--- config.mk ---
export PLATFORM = sky130hd
export DESIGN_NAME = clint_mmio
export DESIGN_NICKNAME = d
export VERILOG_FILES = /design/src/rtl/clint_mmio.sv
export SDC_FILE = /design/constraint.sdc
export NUM_CORES = 1
export LEC_CHECK = 0
export BUFFER_PORTS_ARGS = -buffer_cell sky130_fd_sc_hd__buf_2
export CAP_MARGIN = 10
export CORE_ASPECT_RATIO = 1.5
export CORE_MARGIN = 3
export CORE_UTILIZATION = 57
export DETAILED_ROUTE_END_ITERATION = 12
export PLACE_DENSITY = 0.8
export SLEW_MARGIN = 20
export SYNTH_ARGS = -nofsm -noshare
export SYNTH_HDL_FRONTEND = slang
export SYNTH_SLANG_ARGS = --single-unit
--- constraint.sdc ---
create_clock -name clock -period 5.86 [get_ports clock]
set_input_delay 0.293 -clock clock [delete_from_list [all_inputs] [get_ports clock]]
set_output_delay 0.293 -clock clock [all_outputs]
set_load 0.01 [all_outputs]
--- src/rtl/clint_mmio.sv ---
// Core Local Interruptor: shared 64-bit mtime with prescaler/inhibit, per-hart msip and
// mtimecmp behind a single-outstanding MMIO request/response port, registered mip outputs.
module clint_mmio #(
    parameter int unsigned NUM_HARTS = 1,
    parameter int unsigned BUS_W     = 32,
    parameter int unsigned TICK_DIV  = 1,
    parameter int unsigned ADDR_W    = 16
) (
    input  logic                      clock,
    input  logic                      reset,
    input  logic                      req_valid,
    output logic                      req_ready,
    input  logic                      req_we,
    input  logic [ADDR_W-1:0]         req_addr,
    input  logic [BUS_W-1:0]          req_wdata,
    input  logic [BUS_W/8-1:0]        req_wstrb,
    output logic                      resp_valid,
    input  logic                      resp_ready,
    output logic [BUS_W-1:0]          resp_rdata,
    output logic                      resp_err,
    input  logic                      tm_inhibit,
    input  logic [NUM_HARTS-1:0]      stce,
    input  logic [64*NUM_HARTS-1:0]   stimecmp,
    output logic [63:0]               time_o,
    output logic [NUM_HARTS-1:0]      mip_msip,
    output logic [NUM_HARTS-1:0]      mip_mtip,
    output logic [NUM_HARTS-1:0]      mip_stip
);

    localparam int unsigned NB    = BUS_W / 8;
    localparam int unsigned LANES = BUS_W / 32;
    localparam int unsigned PW    = (TICK_DIV > 1) ? $clog2(TICK_DIV) : 1;
    localparam logic [PW-1:0] PRESC_MAX = PW'(TICK_DIV - 1);

    localparam logic [0:0] ST_IDLE = 1'b0;
    localparam logic [0:0] ST_RESP = 1'b1;

    localparam logic [1:0] K_NONE = 2'd0;
    localparam logic [1:0] K_MSIP = 2'd1;
    localparam logic [1:0] K_CMP  = 2'd2;
    localparam logic [1:0] K_TIME = 2'd3;

    typedef struct packed {
        logic [1:0]  kind;
        logic        ok;
        logic [31:0] hart;
        logic        half;
    } dec_t;

    // Decodes one 32-bit word of the register window; a wide bus access touches LANES words.
    function automatic dec_t decode(input logic [31:0] a);
        dec_t        d;
        logic [31:0] off;
        d   = '0;
        off = a - 32'h0000_4000;
        if (a < 32'h0000_4000) begin
            d.kind = K_MSIP;
            d.hart = a >> 2;
            d.ok   = (d.hart < NUM_HARTS);
        end else if (a < 32'h0000_BFF8) begin
            d.kind = K_CMP;
            d.hart = off >> 3;
            d.half = off[2];
            d.ok   = (d.hart < NUM_HARTS);
        end else if (a[31:3] == 29'h0000_17FF) begin
            d.kind = K_TIME;
            d.half = a[2];
            d.ok   = 1'b1;
        end else begin
            d.kind = K_NONE;
            d.ok   = 1'b0;
        end
        return d;
    endfunction

    logic [0:0]           state_q, state_d;
    logic                 resp_valid_q, resp_valid_d;
    logic [BUS_W-1:0]     rdata_q, rdata_d;
    logic                 err_q, err_d;
    logic [PW-1:0]        presc_q, presc_d;
    logic [63:0]          mtime_q, mtime_d;
    logic [NUM_HARTS-1:0] msip_q, msip_d;
    logic [63:0]          mtimecmp_q [NUM_HARTS];
    logic [63:0]          mtimecmp_d [NUM_HARTS];
    logic [NUM_HARTS-1:0] mtip_q, mtip_d;
    logic [NUM_HARTS-1:0] stip_q, stip_d;
    logic [NUM_HARTS-1:0] msipo_q, msipo_d;

    logic [31:0]      base_addr;
    dec_t             dec [LANES];
    logic             misaligned;
    logic             acc_err;
    logic             accept;
    logic             wr_en;
    logic [BUS_W-1:0] rd_word;
    logic             mtime_wr;
    logic [63:0]      mtime_wval;
    logic             tick;

    assign req_ready  = (state_q == ST_IDLE);
    assign resp_valid = resp_valid_q;
    assign resp_rdata = rdata_q;
    assign resp_err   = err_q;
    assign time_o     = mtime_q;
    assign mip_msip   = msipo_q;
    assign mip_mtip   = mtip_q;
    assign mip_stip   = stip_q;

    always_comb begin
        base_addr = 32'(req_addr);
        for (int unsigned l = 0; l < LANES; l++) begin
            dec[l] = decode(base_addr + 32'(4 * l));
        end
        misaligned = ((base_addr & 32'(NB - 1)) != 32'd0);
        acc_err    = misaligned || !dec[0].ok;
        accept     = req_valid && (state_q == ST_IDLE);
        wr_en      = accept && req_we && !acc_err;
    end

    always_comb begin
        rd_word = '0;
        for (int unsigned l = 0; l < LANES; l++) begin
            if (dec[l].ok) begin
                case (dec[l].kind)
                    K_MSIP: begin
                        for (int unsigned h = 0; h < NUM_HARTS; h++) begin
                            if (dec[l].hart == 32'(h)) rd_word[32*l +: 32] = {31'd0, msip_q[h]};
                        end
                    end
                    K_CMP: begin
                        for (int unsigned h = 0; h < NUM_HARTS; h++) begin
                            if (dec[l].hart == 32'(h)) begin
                                rd_word[32*l +: 32] = dec[l].half ? mtimecmp_q[h][63:32]
                                                                  : mtimecmp_q[h][31:0];
                            end
                        end
                    end
                    K_TIME:  rd_word[32*l +: 32] = dec[l].half ? mtime_q[63:32] : mtime_q[31:0];
                    default: ;
                endcase
            end
        end
    end

    always_comb begin
        msip_d     = msip_q;
        mtimecmp_d = mtimecmp_q;
        mtime_wr   = 1'b0;
        mtime_wval = mtime_q;
        if (wr_en) begin
            for (int unsigned l = 0; l < LANES; l++) begin
                case (dec[l].kind)
                    K_MSIP: begin
                        for (int unsigned h = 0; h < NUM_HARTS; h++) begin
                            if (dec[l].ok && dec[l].hart == 32'(h) && req_wstrb[4*l]) begin
                                msip_d[h] = req_wdata[32*l];
                            end
                        end
                    end
                    K_CMP: begin
                        for (int unsigned h = 0; h < NUM_HARTS; h++) begin
                            if (dec[l].ok && dec[l].hart == 32'(h)) begin
                                for (int unsigned b = 0; b < 4; b++) begin
                                    if (req_wstrb[4*l+b]) begin
                                        mtimecmp_d[h][(dec[l].half ? 32 : 0) + 8*b +: 8] =
                                            req_wdata[32*l + 8*b +: 8];
                                    end
                                end
                            end
                        end
                    end
                    K_TIME: begin
                        mtime_wr = 1'b1;
                        for (int unsigned b = 0; b < 4; b++) begin
                            if (req_wstrb[4*l+b]) begin
                                mtime_wval[(dec[l].half ? 32 : 0) + 8*b +: 8] =
                                    req_wdata[32*l + 8*b +: 8];
                            end
                        end
                    end
                    default: ;
                endcase
            end
        end
    end

    // An MMIO write to mtime overrides a coincident tick and restarts the prescaler.
    always_comb begin
        tick    = !tm_inhibit && (presc_q == PRESC_MAX);
        presc_d = presc_q;
        if (!tm_inhibit) presc_d = tick ? '0 : presc_q + PW'(1);
        mtime_d = tick ? mtime_q + 64'd1 : mtime_q;
        if (mtime_wr) begin
            mtime_d = mtime_wval;
            presc_d = '0;
        end
    end

    always_comb begin
        state_d      = state_q;
        resp_valid_d = resp_valid_q;
        rdata_d      = rdata_q;
        err_d        = err_q;
        case (state_q)
            ST_IDLE: begin
                if (req_valid) begin
                    state_d      = ST_RESP;
                    resp_valid_d = 1'b1;
                    err_d        = acc_err;
                    rdata_d      = (acc_err || req_we) ? '0 : rd_word;
                end
            end
            ST_RESP: begin
                if (resp_ready) begin
                    state_d      = ST_IDLE;
                    resp_valid_d = 1'b0;
                end
            end
            default: begin
                state_d      = ST_IDLE;
                resp_valid_d = 1'b0;
            end
        endcase
    end

    always_comb begin
        mtip_d  = '0;
        stip_d  = '0;
        msipo_d = '0;
        for (int unsigned h = 0; h < NUM_HARTS; h++) begin
            mtip_d[h]  = (mtime_q >= mtimecmp_q[h]);
            stip_d[h]  = stce[h] & (mtime_q >= stimecmp[64*h +: 64]);
            msipo_d[h] = msip_q[h];
        end
    end

    always_ff @(posedge clock or posedge reset) begin
        if (reset) begin
            state_q      <= ST_IDLE;
            resp_valid_q <= 1'b0;
            rdata_q      <= '0;
            err_q        <= 1'b0;
            presc_q      <= '0;
            mtime_q      <= '0;
            msip_q       <= '0;
            for (int unsigned h = 0; h < NUM_HARTS; h++) mtimecmp_q[h] <= '1;
            mtip_q       <= '0;
            stip_q       <= '0;
            msipo_q      <= '0;
        end else begin
            state_q      <= state_d;
            resp_valid_q <= resp_valid_d;
            rdata_q      <= rdata_d;
            err_q        <= err_d;
            presc_q      <= presc_d;
            mtime_q      <= mtime_d;
            msip_q       <= msip_d;
            mtimecmp_q   <= mtimecmp_d;
            mtip_q       <= mtip_d;
            stip_q       <= stip_d;
            msipo_q      <= msipo_d;
        end
    end

endmodule
==> results.ini <==
[sta]
grt_setup_unrepaired = false
fmax_ghz = 0.2811
drv_slew = 0
worstMarginPinSlew_ps = 1104
whs_ps = 9.420
fin_ws_ps = 2303
fin_crit_ps = 3557
finalHoldViolations = 0
clock_skew_ps = 11.03
min_period_over_period_pct = 60.71
max-slew-margin-rel_pct = 24.53
fin_setup_tns_ps = 0
finalSetupViolations = 0

[power_and_ir_drop]
p_switching_mw = 0.9017
p_int_mw = 2.083
power_density_nw_per_um2 = 215.3
peakVddDrop_v = 0.0002108
combPwrFrac_pct = 16.7
total_power_mw = 2.985
pwr-share-clk_pct = 40.1
p_sw_share_pct = 30.21
p_leak_nw = 6.665
seqPwrFrac_pct = 43.2

[synthesis]
synth_edf_count = 0
synth_cell_types = 72
syn-cell-area_um2 = 11900
synth_ff_type = dfrtp_1
async_flop_share_pct = 100.0
syn_avg_cell_area_um2 = 8.919
synth_nets = 1586
ys_warn_count = 0
ys_seq_area_share_pct = 36.01
synth_seq_cells = 168
synthCells = 1334

[die]
dieArea_um2 = 22680
rows = 64
core_um2 = 20420
start_util_pct = 58.27
fp.dieH_um = 182.9
die_w_um = 124.0
ios = 225

[clock_tree]
clk_pin_slew_ps = 70
cts.repair.resized = 0
cts.htree.levels = 4
holdBufCountCts = 0
post_cts_buffers = 0
cts.sinks = 168
clock_latency_ps = 450
cts-buffers-inserted = 17
clock-root-buffer = clkbuf_16
cts_tree = yes
clk_path_buf_depth = 2

[finish]
nets = 1786
multi_input_area_um2 = 6879
drive_gt1_share_pct = 26.70
final_area_um2 = 13860
fin_util_pct = 67.89
fin_cells = 1811
seq_area_um2 = 4284
syn2layout_area_growth_pct = 16.52
fill_cells = 1665
n_antenna_cell = 0

[setup_path]
crit_type = reg -> reg
cp-start-kind = register
cp.required_ps = 6130
cp_data_arrival_time_ps = 3820
worstPathMaxFanout = 23
cp-startpoint = state_q
reg2reg_slack_ps = 2300
rr_startpoint = state_q
crit_path_end_kind = register

[placement]
dp_slack_ps = 2437
post_dp_cell_area_um2 = 13220
io_buffers = 224
dp_cells = 1778
place_hpwl_um = 28920
place.gp.congestion = 0.9941

[drt]
wl_um = 40060
avgRoutedWirePerCell_um = 22.12
vias = 11915
drcViolationCount = 0
drt-initial-drc-count = 1550
antenna_left = 0
dr.pass1.iters = 6
viasPerCell = 6.579

[min_path]
hp-class = in -> async

[global_route]
grt_pass1_wl_um = 61710
antenna_found_initial = 0
grt.overflow.total = 0
grt_pass1_vias = 11534
grtUsageTotal_pct = 35.29
grt_max_degree = 93

[job]
cap_violations = 0

[run_status]
outcome = complete, no violations

## synth_stat cells, types with 4 or more instances
| master | count | share of area, % |
|---|---|---|
| inv_1 | 137 | 4.3 |
| ha_1 | 129 | 14 |
| nand2_1 | 115 | 3.6 |
| dfrtp_1 | 104 | 22 |
| a21oi_1 | 89 | 3.7 |
| nor2_1 | 84 | 2.7 |
| o22ai_1 | 69 | 3.6 |
| dfstp_2 | 64 | 14 |
| o21ai_0 | 58 | 2.4 |
| mux2_2 | 55 | 5.2 |
| nand3_1 | 51 | 2.1 |
| clkbuf_1 | 38 | 1.2 |
| a22o_1 | 34 | 2.5 |
| nand4_1 | 34 | 1.8 |
| a21o_1 | 25 | 1.6 |
| and3_1 | 23 | 1.2 |
| nor3_1 | 18 | 0.76 |
| o211ai_1 | 17 | 1.1 |
| a22oi_1 | 15 | 0.95 |
| nor4_1 | 13 | 0.68 |
| buf_2 | 12 | 0.50 |
| a221o_1 | 11 | 0.93 |
| o311ai_0 | 11 | 0.81 |
| a31oi_1 | 7 | 0.37 |
| and2_1 | 7 | 0.37 |
| mux2i_1 | 7 | 0.59 |
| a211oi_1 | 6 | 0.38 |
| and4_1 | 6 | 0.44 |
| nand2b_1 | 6 | 0.32 |
| buf_1 | 5 | 0.16 |
| nor3b_1 | 5 | 0.32 |
| a2111oi_0 | 4 | 0.29 |
| a221oi_1 | 4 | 0.29 |
| nor3_2 | 4 | 0.34 |
| o311ai_1 | 4 | 0.29 |
## critical path, cell delays in order (launching register included)
cell,delay (ps)
dfrtp_1,390
nor4b_1,650
nand3_1,320
nor2_2,830
buf_4,370
and3_1,320
nor2_1,140
o21ai_0,180
o311ai_0,170
## routing by layer
metal | wire length, µm | global-route usage, % | vias up
met5 | 0 | 0 | -
met4 | 2596 | 21.45 | 0
met3 | 3202 | 5.955 | 189
met2 | 19840 | 59.28 | 706
met1 | 14430 | 41.67 | 5669
li1 | - | - | 5351
## cell type report
class	instances	share of cell area, %
clock inverter	14	1.245
tap	264	2.383
inverter	137	3.745
timing repair buffer	237	8.935
clock buffer	18	3.168
multi-input combinational	973	49.62
sequential	168	30.90
## logic make-up (layout without fill, tap and decap cells)
family / Yosys count / in the layout / synth area share, %
DFF: 168 / 168 / 36.01
and+or+nand+nor: 394 / 394 / 16.65
muxes: 62 / 62 / 5.795
xor gates and xnor gates: 3 / 3 / 0.2209
adders and majority gates: 129 / 129 / 13.57
AOI/OAI and AO/OA: 385 / 385 / 21.52
buffers and inverters: 193 / 406 / 6.247
## path summary, 6_finish.rpt
path / end / depth (start not counted)
max reg2reg: time_o[8] / 8
min reg2reg: mip_msip / 0
min in group clock: resp_valid / 2
min: resp_rdata[9] / 2
max in group asynchronous: mtimecmp_q[42] / 4
max: time_o[8] / 8
## cells in the final DEF, fill, tap and decap left out, types with 11 or more instances in the layout
| master | netlist | routed |
|---|---|---|
| dfstp_2 | 64 | 64 |
| o311ai_0 | 11 | 11 |
| clkbuf_16 | 0 | 17 |
| buf_2 | 12 | 224 |
| o22ai_1 | 69 | 69 |
| a21o_1 | 25 | 25 |
| inv_1 | 137 | 136 |
| a22oi_1 | 15 | 15 |
| nand2_1 | 115 | 115 |
| dfrtp_1 | 104 | 104 |
| nor2_1 | 84 | 83 |
| mux2_2 | 55 | 55 |
| nor4_1 | 13 | 13 |
| a21oi_1 | 89 | 88 |
| nand3_1 | 51 | 51 |
| and3_1 | 23 | 23 |
| nor3_1 | 18 | 18 |
| o21ai_0 | 58 | 58 |
| o211ai_1 | 17 | 17 |
| a22o_1 | 34 | 34 |
| buf_4 | 1 | 12 |
| nand4_1 | 34 | 34 |
| ha_1 | 129 | 129 |
| a221o_1 | 11 | 11 |
## power by group through the flow
| stage | Combinational, mW | Clock, mW | Sequential (mW) |
|---|---|---|---|
| 6_report | 0.500 | 1.20 | 1.29 |
| 5_1_grt | 0.559 | 1.24 | 1.29 |
| 4_1_cts | 0.493 | 1.19 | 1.29 |
| 3_5_place_dp | 0.487 | 0 | 1.31 |
| 3_3_place_gp | 0.472 | 0 | 1.30 |
| 2_1_floorplan | 0.281 | 0 | 1.29 |
(Power assumes the default switching activity.)
